## src/rtl/imem_loader_pkg.sv

```systemverilog
// Shared types and constants for the instruction-memory loader.
package imem_loader_pkg;

    localparam int XLEN          = 32;
    localparam int DEF_MEM_WORDS = 64;

    typedef enum logic [2:0] {
        S_IDLE,
        S_COUNT,
        S_DATA,
        S_WRITE,
        S_CSUM,
        S_DONE,
        S_ERR
    } state_t;

endpackage

```

## src/rtl/imem_loader_word_packer.sv

```systemverilog
// Packs little-endian bytes into a 32-bit word and keeps a running XOR.
module word_packer
    import imem_loader_pkg::*;
(
    input  logic            clk,
    input  logic            reset,
    input  logic            i_clear,
    input  logic            i_strobe,
    input  logic [7:0]      i_byte,
    output logic [XLEN-1:0] o_word,
    output logic [1:0]      o_count,
    output logic [7:0]      o_csum
);

    logic [XLEN-1:0] r_word;
    logic [1:0]      r_cnt;
    logic [7:0]      r_csum;

    always_ff @(posedge clk) begin
        if (!reset || i_clear) begin
            r_word <= '0;
            r_cnt  <= '0;
            r_csum <= '0;
        end else if (i_strobe) begin
            r_word[{r_cnt, 3'b000} +: 8] <= i_byte;
            r_cnt  <= r_cnt + 2'd1;
            r_csum <= r_csum ^ i_byte;
        end
    end

    assign o_word  = r_word;
    assign o_count = r_cnt;
    assign o_csum  = r_csum;

endmodule

```

## src/rtl/imem_loader.sv

```systemverilog
// Streams a counted, checksummed program into instruction memory.
module imem_loader
    import imem_loader_pkg::*;
#(
    parameter int MEM_WORDS = DEF_MEM_WORDS
) (
    input  logic            clk,
    input  logic            reset,
    input  logic            start,
    input  logic            in_valid,
    input  logic [7:0]      in_data,
    output logic            in_ready,
    output logic [XLEN-1:0] imem_write_address,
    output logic [XLEN-1:0] imem_write_data,
    output logic            imem_write_enable,
    output logic            core_hold,
    output logic            busy,
    output logic            done,
    output logic            error
);

    state_t          r_state;
    logic [7:0]      r_n;
    logic [7:0]      r_widx;
    logic            r_we;
    logic [XLEN-1:0] r_addr;
    logic [XLEN-1:0] r_hold;

    logic            w_accept;
    logic            w_rest;
    logic            w_clear;
    logic            w_strobe;
    logic [XLEN-1:0] w_word;
    logic [1:0]      w_cnt;
    logic [7:0]      w_csum;

    assign w_accept = in_valid && in_ready;
    assign w_rest   = (r_state == S_IDLE) ||
                      (r_state == S_DONE) ||
                      (r_state == S_ERR);
    assign w_clear  = w_rest && start;
    assign w_strobe = (r_state == S_DATA) && w_accept;

    word_packer u_packer (
        .clk      (clk),
        .reset    (reset),
        .i_clear  (w_clear),
        .i_strobe (w_strobe),
        .i_byte   (in_data),
        .o_word   (w_word),
        .o_count  (w_cnt),
        .o_csum   (w_csum)
    );

    always_ff @(posedge clk) begin
        if (!reset) begin
            r_state <= S_IDLE;
            r_n     <= '0;
            r_widx  <= '0;
            r_we    <= 1'b0;
            r_addr  <= '0;
            r_hold  <= '0;
        end else begin
            r_we <= 1'b0;
            unique case (r_state)
                S_IDLE, S_DONE, S_ERR: begin
                    if (start) begin
                        r_state <= S_COUNT;
                        r_widx  <= '0;
                    end
                end
                S_COUNT: begin
                    if (w_accept) begin
                        if (in_data == 8'd0 ||
                            int'(in_data) > MEM_WORDS) begin
                            r_state <= S_ERR;
                        end else begin
                            r_n     <= in_data;
                            r_state <= S_DATA;
                        end
                    end
                end
                S_DATA: begin
                    if (w_accept && w_cnt == 2'd3) begin
                        r_state <= S_WRITE;
                        r_we    <= 1'b1;
                        r_addr  <= {{(XLEN-10){1'b0}}, r_widx, 2'b00};
                    end
                end
                S_WRITE: begin
                    // Keep the written word visible once lanes start refilling
                    r_hold <= w_word;
                    if (r_widx == r_n - 8'd1) begin
                        r_state <= S_CSUM;
                    end else begin
                        r_widx  <= r_widx + 8'd1;
                        r_state <= S_DATA;
                    end
                end
                S_CSUM: begin
                    if (w_accept) begin
                        r_state <= (in_data == w_csum) ? S_DONE : S_ERR;
                    end
                end
                default: r_state <= S_IDLE;
            endcase
        end
    end

    assign imem_write_enable  = r_we;
    assign imem_write_address = r_addr;
    assign imem_write_data    = (r_state == S_WRITE) ? w_word : r_hold;

    assign in_ready  = (r_state == S_COUNT) ||
                       (r_state == S_DATA)  ||
                       (r_state == S_CSUM);
    assign busy      = in_ready || (r_state == S_WRITE);
    assign core_hold = busy || (r_state == S_ERR);
    assign done      = (r_state == S_DONE);
    assign error     = (r_state == S_ERR);

endmodule

```

## config.mk

```make
export PLATFORM = sky130hd
export DESIGN_NAME = imem_loader
export DESIGN_NICKNAME = d
export VERILOG_FILES = /design/src/rtl/imem_loader_pkg.sv /design/src/rtl/imem_loader_word_packer.sv /design/src/rtl/imem_loader.sv
export SDC_FILE = /design/constraint.sdc
export NUM_CORES = 1
export LEC_CHECK = 0
export ABC_AREA = 1
export CORE_ASPECT_RATIO = 1.1
export CORE_MARGIN = 2
export CORE_UTILIZATION = 40
export DETAILED_ROUTE_END_ITERATION = 6
export PLACE_DENSITY = 0.69
export SLEW_MARGIN = 10
export SYNTH_ARGS = -nofsm -noshare
export SYNTH_HDL_FRONTEND = slang
export SYNTH_SLANG_ARGS = --single-unit
export TNS_END_PERCENT = 50
```

## constraint.sdc

```tcl
create_clock -name clk -period 2.36 [get_ports clk]
set_input_delay 0.236 -clock clk [delete_from_list [all_inputs] [get_ports clk]]
set_output_delay 0.236 -clock clk [all_outputs]
set_load 0.02 [all_outputs]
```

==> out/results.tsv <==
stage	metric	value	unit
floorplan	placement row count	42	
critical_path	delay-heaviest family, CP	buffers and inverters	
critical_path	WS Path Type	register to primary output	
clock_tree	Clk pin slew, worst setup/hold paths	0.07	ns
clock_tree	clock root buffer	clkbuf_16	
critical_path	startpoint types	register	
finish	fin nets	768	
yosys	syn_area_per_cell	7.13	um^2
clock_tree	Skew-Pair Late Insertion Delay	0.35	ns
pwr	sw frac	36.4	%
timing	RSZ-0062 raised after global routing	false	
timing	Least-Margin Pin Slew	0.524	ns
yosys	number of synthesized flops with an enable pin	0	
finish	FF+latch area	0.00204	mm^2
yosys	mapped cell area	0.00493	mm^2
placed_design	placer's final routability congestion estimate	0.930	
global_routing	initial antenna violation count	0	
critical_path	Cell Chain, Critical Path	inv_1, nor3_4, buf_4, buf_6, or2_2, o21ai_1, inv_1, dlygate4sd2_1	
clock_tree	clk buf depth	2	
yosys	library cells used by synthesis	34	
floorplan	Die ar.	0.0132	mm^2
finish	number of fill cells	1202	
clock_tree	H-tree level count	3	
clock_tree	CTS Sinks	102	
global_routing	all-layer global routing usage	18.1	%
finish	Synth-to-Final Area Change	20.3	%
finish	diode count	0	
placed_design	detailed placement HPWL	8.16	mm
timing	final setup violation count	0	
pwr	clock share of power	28.9	%
pwr	Int Pwr	0.00360	W
routing	Iter 0 DRT Violations	196	
critical_path	critical path data required time	2.12	ns
timing	setup TNS	0	ns
placed_design	I/O Buffers	57	
global_routing	number of global-route vias before repair	3880	
pwr	worst vdd ir	683	uV
finish	area of the multi-input gates	0.00230	mm^2
critical_path	CP bufs+invs	5	
floorplan	Core Footprint	0.0120	mm^2
routing	final wirelength	11.5	mm
timing	period utilization	92.7	%
critical_path	Worst EP arrival	1.95	ns
timing	Slew Viols, Final	0	
clock_tree	cts bufs inserted	9	
floorplan	# IOs	82	
yosys	Main synth FF type	dfxtp_1	
critical_path	critical path's slowest cell	dlygate4sd2_1	
yosys	Seq/Total Area, Yosys	41.4	%
pwr	Power Dens Cells	954	mW/mm^2
finish	layout cell share with drive strength beyond 1	12.1	%
run	Max Cap Viol	0	
pwr	Sw Pwr	0.00206	W
routing	post-route ant nets	0	
critical_path	critical path's largest stage delay	0.32	ns
floorplan	DIE HEIGHT	120	um
floorplan	die width	110	um
critical_path	crit path capture type	primary output	
pwr	Gate power share	36.9	%
global_routing	first-pass GRT wire length	18.7	mm
pwr	Sequential Power Share	34.2	%
critical_path	crit-path most repeated cell	inv_1	
hold_path	Hold Path Class	register to register	
timing	Final Skew	0.0109	ns
global_routing	largest net degree at the start of global routing	47	
timing	min cycle time layout	2.19	ns
routing	routed via count	4287	
routing	# DRC	0	
clock_tree	CTS tree	yes	
timing	Slew Limit Headroom	64.9	%
pwr	Lkg Pwr	2.99	nW
critical_path	critical-path maximum fanout	14	
routing	mean routed wirelength per cell	12.6	um
yosys	Synth top area share	41.4	%
yosys	Post-synth ARST share	0	%
timing	fmax	0.457	GHz
yosys	#FFs+latches synth	102	
finish	Core Util, Final	49.3	%
routing	drt pass-1 iters	4	
yosys	dominant cell type by area after synthesis	dfxtp_1	
yosys	yosys warns	0	
global_routing	Remaining Overflow, GRT	0	
yosys	post-synthesis cell count	691	
yosys	Area contributors post-synth	dfxtp_1 (41%), nand2_1 (9.5%), inv_1 (6.3%)	
floorplan	initial core utilization	41.0	%
timing	Hold Vio Cnt, Final	0	
outcome	status	completed	
routing	via/cell ratio	4.72	
-- per-layer routing --
metal / global-route usage, % / part of all wire (%)
met1: 22.3 / 45
met5: 0 / 0
met4: 5.14 / 1.5
met2: 30.5 / 49
met3: 5.12 / 4.5
-- cell families (layout without fill, tap and decap cells) --
kind of cell / after synthesis / in the layout / share of synthesized area, %
AND/OR/NAND/NOR: 288 / 288 / 26.2
adder cells (fa/ha/maj): 7 / 7 / 1.78
XOR/XNOR: 17 / 17 / 3.02
flip-flops: 102 / 102 / 41.4
AO/OA/AOI/OAI: 130 / 130 / 13.8
other: 1 / 24 / 0.0761
buffers and inverters: 146 / 186 / 13.7
-- timing repair --
action	4_1_cts	5_1_grt
setup endpoints to repair	32	5
gates cloned	1	0
setup buffers	2	0
gates resized for setup	42	6
pin swaps	1	0
hold buffers	0	0
-- cells in the final DEF (no fill, tap or decap), drive strengths merged, types with 13 or more instances in the layout --
| cell type | Yosys | routed |
|---|---|---|
| a21oi | 63 | 63 |
| buf | 38 | 23 |
| clkdlybuf4s50 | 0 | 23 |
| conb | 1 | 24 |
| dfxtp | 102 | 102 |
| dlygate4sd2 | 0 | 32 |
| inv | 89 | 92 |
| nand2 | 129 | 129 |
| nand3 | 28 | 28 |
| nand4 | 13 | 13 |
| nor2 | 72 | 72 |
| o21ai | 59 | 59 |
| or2 | 36 | 36 |
-- sequential cells by signal (all words and copies together) (netlist names) --
signal,count
r_hold,32
u_packer.o_word,32
imem_write_address,8
r_n,8
r_widx,8
u_packer.o_csum,8
r_state,3
u_packer.o_count,2
imem_write_enable,1
-- cell usage after synthesis, types with 8 or more instances --
library cell	count
o21ai_0	58
nor2_1	72
nand4_1	13
nand3_1	27
xnor2_1	11
nor3_1	8
a21oi_1	62
dfxtp_1	102
clkbuf_1	17
buf_4	25
nand2_1	125
buf_2	11
or2_2	36
inv_1	83
-- cell type report --
type,instances,area share [%]
flip-flops and latches,102,34.4
clock buffers,11,4.09
multi-input cells,466,38.8
clock inverters,5,1.50
inverters,90,5.85
well taps,154,3.25
repair buffers,80,12.1
-- through the flow --
step	cell area, um^2	std cells	hold slack (ns)	setup WS [ns]	total power [W]
floorplan	5010	714	0.374	0.351	0.00343
global placement	5590	889	0.452	0.186	0.00415
detailed placement	5590	889	0.457	0.185	0.00417
CTS	5920	908	0.468	0.0459	0.00570
global route	5930	908	0.479	0.00405	0.00601
finish	5930	908	0.466	0.171	0.00566
-- tightest hold or removal path, delay by kind of cell (launching register included) --
family | cells | cell delay [ns]
compound gates | 1 | 0.05
flops | 1 | 0.31
simple gates | 1 | 0.06
-- worst paths after layout --
check	startpoint	slack (ns)	cells after the start	to
setup / recovery	r_state[1]	0.17	8	imem_write_data[6]
hold / removal	imem_write_address[7]	0.47	2	imem_write_address[7]
setup reg to reg	r_n[0]	0.26	14	r_widx[0]
hold reg to reg	imem_write_address[7]	0.47	2	imem_write_address[7]
-- power by group through the flow --
stage	registers [W]	clock network, W	logic (W)
after global routing	0.00195	0.00175	0.00232
after global placement	0.00197	0	0.00219
after floorplan	0.00196	0	0.00147
after detailed placement	0.00197	0	0.00220
after CTS	0.00193	0.00167	0.00210
final	0.00193	0.00164	0.00209
(Power assumes the default switching activity.)
